==> config.mk <==
export PLATFORM = sky130hd
export DESIGN_NAME = ste_snd_fifo
export DESIGN_NICKNAME = d
export VERILOG_FILES = /design/src/rtl/ste_snd_fifo.sv
export SDC_FILE = /design/constraint.sdc
export NUM_CORES = 1
export LEC_CHECK = 0
export ABC_AREA = 0
export CELL_PAD_IN_SITES_DETAIL_PLACEMENT = 1
export CELL_PAD_IN_SITES_GLOBAL_PLACEMENT = 1
export CORE_MARGIN = 10
export CORE_UTILIZATION = 45
export CTS_BUF_LIST = sky130_fd_sc_hd__clkbuf_16
export CTS_CLUSTER_DIAMETER = 80
export DETAILED_ROUTE_END_ITERATION = 7
export PLACE_DENSITY_LB_ADDON = 0.25
export SLEW_MARGIN = 20
export SYNTH_ARGS = -nofsm -noshare
export SYNTH_HDL_FRONTEND = slang
export SYNTH_SLANG_ARGS = --single-unit
==> constraint.sdc <==
create_clock -name clk32 -period 3.1 [get_ports clk32]
set_clock_uncertainty 0.05 [all_clocks]
set_input_delay 0.31 -clock clk32 [delete_from_list [all_inputs] [get_ports clk32]]
set_output_delay 0.31 -clock clk32 [all_outputs]
set_load 0.01 [all_outputs]
==> src/rtl/ste_snd_fifo.sv <==
// DMA sound sample FIFO: captures MCU memory words on SLOAD_N falling edges and
// unpacks them into left/right audio samples on each sample-rate tick.
module ste_snd_fifo #(
  parameter int unsigned DEPTH = 8,
  parameter int unsigned AW    = $clog2(DEPTH)
) (
  input  logic          clk32,
  input  logic          res,
  input  logic          EN,
  input  logic [1:0]    MODE,
  input  logic          SLOAD_N,
  input  logic [15:0]   MDIN,
  input  logic          STICK,
  output logic          SREQ,
  output logic [15:0]   audio_left,
  output logic [15:0]   audio_right,
  output logic [AW:0]   LEVEL,
  output logic          OVR,
  output logic          UDR
);

  localparam int unsigned CW = AW + 1;

  logic [15:0]   mem [DEPTH];
  logic [AW-1:0] wp, rp;
  logic          phase, sload_q, en_q;
  logic [1:0]    mode_q;

  logic          en_rise, wr_evt, wr_ok, wr_full;
  logic [1:0]    mode_in, mode_eff, pop_n;
  logic          avail, upd, udr_set, phase_nx;
  logic [15:0]   rd0, rd1, left_nx, right_nx;
  logic [CW-1:0] count_nx;
  logic          sreq_nx;

  // Write/pop decode; every term is evaluated against the count before this cycle's update.
  always_comb begin
    en_rise  = EN & ~en_q;
    mode_in  = (MODE == 2'b11) ? 2'b00 : MODE;
    mode_eff = en_rise ? mode_in : mode_q;
    wr_evt   = EN & sload_q & ~SLOAD_N & ~res;
    wr_full  = wr_evt & (LEVEL == CW'(DEPTH));
    wr_ok    = wr_evt & ~wr_full;
    rd0      = mem[rp];
    rd1      = mem[rp + AW'(1)];
    avail    = (mode_eff == 2'b10) ? (LEVEL >= CW'(2)) : (LEVEL != CW'(0));
    upd      = EN & STICK & avail;
    udr_set  = EN & STICK & ~avail;
    pop_n    = 2'd0;
    phase_nx = phase;
    left_nx  = audio_left;
    right_nx = audio_right;
    if (upd) begin
      case (mode_eff)
        2'b01: begin
          // Mono: high byte first without consuming, then low byte and pop.
          left_nx  = phase ? {rd0[7:0], 8'h00} : {rd0[15:8], 8'h00};
          right_nx = left_nx;
          pop_n    = phase ? 2'd1 : 2'd0;
          phase_nx = ~phase;
        end
        2'b10: begin
          left_nx  = rd0;
          right_nx = rd1;
          pop_n    = 2'd2;
        end
        default: begin
          left_nx  = {rd0[15:8], 8'h00};
          right_nx = {rd0[7:0], 8'h00};
          pop_n    = 2'd1;
        end
      endcase
    end
    count_nx = LEVEL + CW'(wr_ok) - CW'(pop_n);
    sreq_nx  = EN & (count_nx <= CW'(DEPTH - 2));
  end

  always_ff @(posedge clk32) begin
    if (wr_ok) mem[wp] <= MDIN;
  end

  // Control state; EN low holds the FIFO flushed while the sticky flags survive.
  always_ff @(posedge clk32 or posedge res) begin
    if (res) begin
      wp          <= '0;
      rp          <= '0;
      LEVEL       <= '0;
      phase       <= 1'b0;
      SREQ        <= 1'b0;
      audio_left  <= '0;
      audio_right <= '0;
      OVR         <= 1'b0;
      UDR         <= 1'b0;
      mode_q      <= 2'b00;
      sload_q     <= 1'b1;
      en_q        <= 1'b0;
    end else begin
      sload_q <= SLOAD_N;
      en_q    <= EN;
      SREQ    <= sreq_nx;
      if (!EN) begin
        wp          <= '0;
        rp          <= '0;
        LEVEL       <= '0;
        phase       <= 1'b0;
        audio_left  <= '0;
        audio_right <= '0;
      end else begin
        if (en_rise) begin
          mode_q <= mode_in;
          OVR    <= 1'b0;
          UDR    <= 1'b0;
        end
        if (wr_ok)   wp  <= wp + AW'(1);
        if (wr_full) OVR <= 1'b1;
        if (udr_set) UDR <= 1'b1;
        rp          <= rp + AW'(pop_n);
        LEVEL       <= count_nx;
        phase       <= phase_nx;
        audio_left  <= left_nx;
        audio_right <= right_nx;
      end
    end
  end

endmodule

== Word level (Yosys, flattened, before mapping) ==
Memories as Yosys holds them, arrays and structs flattened.
Cells that the tools add are included.
Storage, ports and cells
  bits of input ports: 23
  memories kept: 1
  RAM bits: 128
  register bits after elaboration: 50
Memory list
  mem: depth 8, width 16, rd ports 2, clocked after memory_dff 0, write ports 1, line 24  | logic [15:0] mem [DEPTH];
Cells by class
  reductions and logical operators: 6
  bitwise operators: 16
  magnitude comparators: 2
  $add $sub $neg: 5
  mux-type cells: 25
  equal/unequal tests: 7
Operator list (number)
  $mux W16: 5
  $pmux W16 S2: 2
  $and A1 B1 Y1: 10
  $mux W1: 10
  $mux W3: 3
  $add A3 B1 Y3 const B: 2
  $mux W2: 3
  $ne A2 B1 Y1 const B: 3
  $not A1 Y1: 6
  $reduce_and A2 Y1: 3
  $add A4 B1 Y4: 1
  $eq A2 B2 Y1 const B: 2
  $eq A4 B4 Y1 const B: 1
  $ge A4 B2 Y1 const B: 1
  $le A4 B3 Y1 const B: 1
  $mux W4: 1
  $pmux W2 S2: 1
  $reduce_bool A2 Y1: 2
  $reduce_bool A4 Y1: 1
  $sub A4 B2 Y4: 1
  $add A3 B2 Y3: 1
  $eq A2 B1 Y1 const B: 1

== Depth between registers and ports, before layout ==
Gate-level depths: netlist (run 1).
  word-level depth: 10
  gate-level depth with buffers: 17
  gate-level depth less buffers: 16

== Worst setup path after synthesis (run 1) ==
OpenSTA, ideal clock, no wires.
  kind: register to register
  start point: register en_q
  end point: register SREQ
  setup slack: -251 ps
  stages on the path, launching flop included: 15
  data required time: 2930 ps
  library setup time: 120 ps
  buffers on the path: 2
  arrival time: 3181 ps
  clock period less this slack: 3351 ps
  path through: dfrtp_1 > nand2b_1 > o21ai_0 > inv_1 > ha_1 > buf_2 > nand2b_1 > a31oi_1 > clkbuf_1 > nand2_1 > ha_1 > fa_1 > xor2_1 > nand3_1 > and3_1
On the way
  word-level cells in the longest chain between the ends: 10
RTL lines
  from (decl): line 26  | logic phase, sload_q, en_q;
  from (signal assigned): line 96  | en_q <= 1'b0;
  from (signal assigned): line 99  | en_q <= EN;
  $not A1 Y1 *: line 38  | en_rise = EN & ~en_q;
  $and A1 B1 Y1 *: line 38
  $mux W2 *
  via mode_eff[0]: line 30  | logic [1:0] mode_in, mode_eff, pop_n;
  $eq A2 B2 Y1: line 46, 54
  $mux W1: line 46  | avail = (mode_eff == 2'b10) ? (LEVEL >= CW'(2)) : (LEVEL != CW'(0));
  $and A1 B1 Y1: line 47  | upd = EN & STICK & avail;
  $mux W2 *: line 53  | if (upd) begin
  $sub A4 B2 Y4 *: line 74  | count_nx = LEVEL + CW'(wr_ok) - CW'(pop_n);
  $le A4 B3 Y1 *: line 75  | sreq_nx = EN & (count_nx <= CW'(DEPTH - 2));
  $and A1 B1 Y1 *: line 75
  via sreq_nx: line 34  | logic sreq_nx;
  to (signal assigned): line 100  | SREQ <= sreq_nx;
  to (decl): line 14  | output logic SREQ,
The timed path passes the listed nets; every way through them passes the cells marked *.
A chain may end at the register's enable or synchronous reset.

== Worst setup path after layout (run 1) ==
Same ends and word-level chain as after synthesis.

==> results.json, run 1 <==
{
  "outcome": "completed",
  "cts_root_buf": "clkbuf_16",
  "die_y_um": 155.8,
  "crit_type": "reg -> reg",
  "fin_util_pct": 55.46,
  "finalSetupTns_ps": 0,
  "tightest_slew_ps": 833.5,
  "maxCapViolations": 0,
  "final.fill_count": 1695,
  "syn_nets": 569,
  "hold_class": "in -> async",
  "multi_input_area_mm2": 0.003077,
  "fin_nets": 660,
  "grtUsageTotal_pct": 18.81,
  "coreArea_mm2": 0.01809,
  "cts_buffers": 17,
  "grt_setup_unrepaired": "no",
  "ant_nets": 0,
  "setup.worst_path.end_class": "flop",
  "io_buffers": 61,
  "leakage_nw": 3.469,
  "path_max_fanout": 8,
  "grt_pass1_wl_mm": 34.35,
  "cp.required_ps": 3380,
  "max_freq_mhz": 342.1,
  "overflow": 0,
  "synth-edff-count": 128,
  "cts.sinks": 178,
  "yosys_most_used_dff": "edfxtp_1",
  "syn_inst": 532,
  "p_per_area_mw_per_mm2": 634.1,
  "final_common_cell": "edfxtp_1",
  "wl_per_cell_um": 25.67,
  "syn_to_final_growth_pct": 20.83,
  "clk_latency_ps": 440,
  "die_area_mm2": 0.02428,
  "n_antenna_cell": 0,
  "ys_seq_elements": 178,
  "dpl.hpwl_mm": 15.26,
  "min_period_ps": 2923,
  "layout_common_cells": "edfxtp_1, clkdlybuf4s50_1, mux4_2, dfrtp_1, mux2i_1",
  "syn_avg_cell_area_um2": 15.60,
  "yosysWarnings": 0,
  "grt_pass1_vias": 5696,
  "drive_gt1_share_pct": 24.37,
  "stdcell_count": 865,
  "ys_top_cells_by_area": "edfxtp_1, dfrtp_1, mux4_2",
  "clk_pin_slew_worst_paths_ps": 70,
  "dp.cells": 832,
  "gp_congestion": 0.8269,
  "async_flop_share_pct": 28.09,
  "drt_iter0_drc": 430,
  "first_pass_iters": 4,
  "cp-start-kind": "flop",
  "grt_max_degree": 70,
  "cts_tree": "yes",
  "synth_top_area_share_pct": 46.30,
  "ios": 62,
  "r2r_setup_slack_ps": 180,
  "arrival_ps": 3200,
  "clockBufferDepth": 2,
  "num_rows": 49,
  "slew_headroom_pct": 44.39,
  "viasPerCell": 5.918,
  "period_share_pct": 94.30,
  "peakVddDrop_v": 0.0004640,
  "drc_errors": 0,
  "finalHoldViolCount": 0,
  "htreeDepth": 4,
  "synthesis.area_mm2": 0.008302,
  "floorplan.initialDensity_pct": 45.90,
  "rr_worst_depth": 16,
  "num_vias": 5119,
  "drt-total-wl_mm": 22.20,
  "seq_area_mm2": 0.005099,
  "slew_violations": 0,
  "p_total_mw": 6.361,
  "die_w_um": 155.8,
  "antenna_found_initial": 0,
  "ys_seq_area_share_pct": 61.39,
  "synth_top_cell_by_area": "edfxtp_1",
  "setup_viol": 0,
  "ys_types": 44
}
==> cell usage after synthesis (2+ instances only) <==
cell type and instances:
nand2b_1 10, xnor2_1 4, nor3_1 7, nor2_1 23, a221o_1 4, a22o_1 5, o22ai_1 8, a21boi_1 2
o21ai_1 4, mux2_1 2, mux2_2 10, dfrtp_1 49, o22a_1 4, buf_2 14, and3_1 10, mux2i_1 41
edfxtp_1 128, nor4_1 4, nand2_1 30, nand3_1 4, buf_6 4, a2111oi_0 4, a2111oi_1 4, xor2_1 3
ha_1 12, o31ai_1 4, a21oi_1 13, a221oi_2 4, o21ai_0 26, and2_1 8, clkbuf_1 9, nor2b_1 7
inv_1 12, mux4_2 48, fa_1 2
==> cells by family (layout without fill, tap and decap cells) <==
kind of cell | count (synthesis) | count (layout) | share of synthesized area, %
xor gates and xnor gates | 7 | 7 | 0.7385
muxes | 101 | 101 | 19.59
buffers and inverters | 42 | 146 | 2.713
and+or+nand+nor | 106 | 106 | 6.315
AOI/OAI and AO/OA | 84 | 84 | 6.963
DFF | 178 | 178 | 61.39
adders and majority gates | 14 | 14 | 2.291
==> timing repair <==
action                     in CTS  in global routing
setup endpoints to repair       2                  2
buffers inserted                0                  1
pin swaps                       0                  3
gates resized for setup         2                 12
hold buffers                    0                  0
==> path summary, 6_finish.rpt <==
| path | startpoint | endpoint |
|---|---|---|
| worst min register to register | audio_right[7] | audio_right[7] |
| max in group asynchronous | res | rp[0] |
| worst max-delay path | en_q | SREQ |
| worst min-delay path | res | en_q |
| worst max register to register | en_q | SREQ |
| min in group clk32 | SLOAD_N | sload_q |
==> registers in the layout (all words and copies together), names as in the netlist, 2 cells and up <==
register	count
mode_q	2
LEVEL	4
audio_left	16
audio_right	16
rp	3
wp	3
mem	128
==> routing by layer <==
layer / vias up / wire length [um] / track usage [%]
met3: 26 / 1022 / 4.025
met2: 133 / 11370 / 32.42
met1: 2686 / 9295 / 22.66
li1: 2274 / - / -
met5: - / 0 / 0
met4: 0 / 511 / 7.194
==> worst max-delay path: stages (launching register included) <==
cell      delay [ps]
dfrtp_1          360
nand2b_4         170
nand2_1          100
o21ai_2           60
inv_1             50
ha_1             180
buf_6            150
inv_1             70
o21ai_2          200
nor2_4            60
ha_1             270
inv_1             40
ha_1             190
fa_1             390
xor2_1           190
nand3_1           90
and3_1           180
==> power by group <==
group | leakage [nW] | total (mW) | internal (mW) | switching, mW
combinational | 1.37 | 1.50 | 0.736 | 0.765
sequential | 1.82 | 2.75 | 2.67 | 0.0869
clock | 0.274 | 2.10 | 1.13 | 0.974
==> through the flow <==
stage / area (um^2) / setup slack [ps] / hold slack, ps
6_report: 10030 / 176.7 / 243.2
4_1_cts: 9968 / 7.213 / 245.8
5_1_grt: 10030 / 20.94 / 287.6
3_5_place_dp: 9385 / -379.7 / 423.4
3_3_place_gp: 9385 / -221.2 / 411.4
2_1_floorplan: 8327 / 2.553 / 264.5
==> layout make-up <==
| type | instances | share of cell area (%) |
|---|---|---|
| multi-input cells | 312 | 30.67 |
| flip-flops and latches | 178 | 50.83 |
| well taps | 229 | 2.856 |
| clock buffers | 17 | 4.241 |
| clock inverters | 15 | 1.509 |
| inverters | 12 | 0.4490 |
| repair buffers | 102 | 9.442 |
Note: power is estimated with default switching activity, not from simulation.
==> run 2, diff against run 1 <==
CTS_CLUSTER_SIZE = 40   (was not set)
==> results of run 2 <==
Final layout, timing and power as in run 1 (identical DEF).
==> run 3, diff against run 2 <==
CELL_PAD_IN_SITES_DETAIL_PLACEMENT = 0   (was 1)
==> run 3 against run 2 <==
Clock power up 17%. Core utilization up 0.32 points. Cell count unchanged. Largest cell class unchanged.
==> results.json, run 3 (synthesis results as in run 1) <==
{
  "outcome": "completed",
  "cts_root_buf": "clkbuf_16",
  "seqPwrFrac_pct": 41.5,
  "grtUsageTotal_pct": 16.97,
  "stdcell_count": 865,
  "ant_nets": 0,
  "slew_headroom_pct": 45.44,
  "grt_max_degree": 70,
  "clockBufferDepth": 2,
  "n_antenna_cell": 0,
  "layout_common_cells": "edfxtp_1, clkdlybuf4s50_1, mux4_2, dfrtp_1, mux2i_1",
  "coreArea_mm2": 0.01809,
  "first_pass_iters": 5,
  "slew_violations": 0,
  "num_vias": 5016,
  "p_int_mw": 4.904,
  "htreeDepth": 4,
  "grt_pass1_vias": 5351,
  "grt_pass1_wl_mm": 31.38,
  "viasPerCell": 5.799,
  "top_register": "mem",
  "clock_power_share_pct": 36.9,
  "fin_nets": 660,
  "switching_share_pct": 26.06,
  "syn_to_final_growth_pct": 21.52,
  "dp_slack_ps": -314.1,
  "dpl.hpwl_mm": 14.14,
  "arrival_ps": 3230,
  "finalHoldViolCount": 0,
  "setup_viol": 0,
  "final.fill_count": 1390,
  "drc_errors": 0,
  "multi_input_area_mm2": 0.003040,
  "seq_area_mm2": 0.005099,
  "hold_class": "in -> async",
  "holdBufCountCts": 0,
  "clk_pin_slew_worst_paths_ps": 70,
  "peakVddDrop_v": 0.0004595,
  "io_buffers": 61,
  "drt_iter0_drc": 262,
  "crit_type": "reg -> reg",
  "antenna_found_initial": 0,
  "min_period_ps": 2966,
  "die_y_um": 155.8,
  "max_freq_mhz": 337.2,
  "drive_gt1_share_pct": 23.43,
  "cts.sinks": 178,
  "timing.final.ws_setup_ps": 134.5,
  "tightest_slew_ps": 817.6,
  "die_w_um": 155.8,
  "ios": 62,
  "clk_latency_ps": 430,
  "dp.cells": 832,
  "die_area_mm2": 0.02428,
  "drt-total-wl_mm": 19.96,
  "maxCapViolations": 0,
  "period_share_pct": 95.66,
  "largestRegisters": "mem: 128 flops, audio_left: 16 flops, audio_right: 16 flops",
  "leakage_nw": 3.507,
  "fin_util_pct": 55.78,
  "combPwrFrac_pct": 21.6,
  "path_max_fanout": 8,
  "final_common_cell": "edfxtp_1",
  "cts_tree": "yes",
  "overflow": 0,
  "finalSetupTns_ps": 0,
  "floorplan.initialDensity_pct": 45.90,
  "cp.required_ps": 3370,
  "wl_per_cell_um": 23.07,
  "setup.worst_path.end_class": "flop",
  "gp_congestion": 0.8269,
  "cts_buffers": 17,
  "num_rows": 49,
  "worst_hold_slack_ps": 245.5,
  "cp-start-kind": "flop",
  "netSwitchingPower_mw": 1.728,
  "p_per_area_mw_per_mm2": 657.4,
  "largest_reg_flops": 128
}
==> run 3: changes by cell type in the layout (fill, tap and decap cells not counted), sizes merged <==
cell,previous run,this run
bufinv,1,6
clkinv,5,2
clkinvlp,3,1
==> run 3: final timing paths <==
check                          startpoint              to  slack, ps  cells past startpoint
max                                  en_q            SREQ        130                     14
min                                   res        LEVEL[3]        250                      2
max reg2reg                          en_q            SREQ        130                     14
min reg2reg                audio_right[2]  audio_right[2]        430                      2
max in group asynchronous             res           rp[0]       2090                      3
min in group clk32                SLOAD_N         sload_q        330                      1
==> run 3: area by class of cell <==
| type | count | share of cell area (%) |
|---|---|---|
| inverter | 12 | 0.4465 |
| multi-input combinational | 312 | 30.14 |
| sequential | 178 | 50.54 |
| clock inverter | 15 | 2.468 |
| clock buffer | 17 | 4.217 |
| tap | 229 | 2.840 |
| timing repair buffer | 102 | 9.351 |
==> run 3: per-stage QoR <==
stage	power (mW)	cell area, um^2
floorplan	3.679	8327
global placement	4.201	9385
detailed placement	4.227	9385
CTS	6.676	10060
global route	6.906	10090
finish	6.632	10090
==> run 3: metal layers <==
layer  track usage [%]  vias up  share of wire, %
met5                 0        -                 0
met4             6.835        0               2.7
met3             4.053       31               5.2
met2             27.65      152                49
met1             21.42     2560                43
li1                  -     2273                 -
==> run 3: timing repair <==
| item | 4_1_cts | 5_1_grt |
|---|---|---|
| endpoints found under the setup margin | 0 | 4 |
| setup buffers | 0 | 1 |
| gates resized for setup | 0 | 5 |
==> run 3: power by group through the flow <==
stage	registers [mW]	clock network, mW	logic (mW)
after floorplan	2.82	0	0.860
after global placement	2.80	0	1.40
after detailed placement	2.80	0	1.43
after CTS	2.75	2.49	1.44
after global routing	2.77	2.58	1.55
final	2.75	2.45	1.43
==> run 3: critical path, stage by stage, from the launching register on <==
cell and delay (ps):
dfrtp_1 350, nand2b_2 220, o21ai_1 210, ha_1 200
buf_4 170, inv_1 60, o21ai_1 180, nor2_2 80
ha_1 270, inv_1 40, ha_1 200, fa_1 400
xor2_1 180, nand3_1 90, and3_1 180
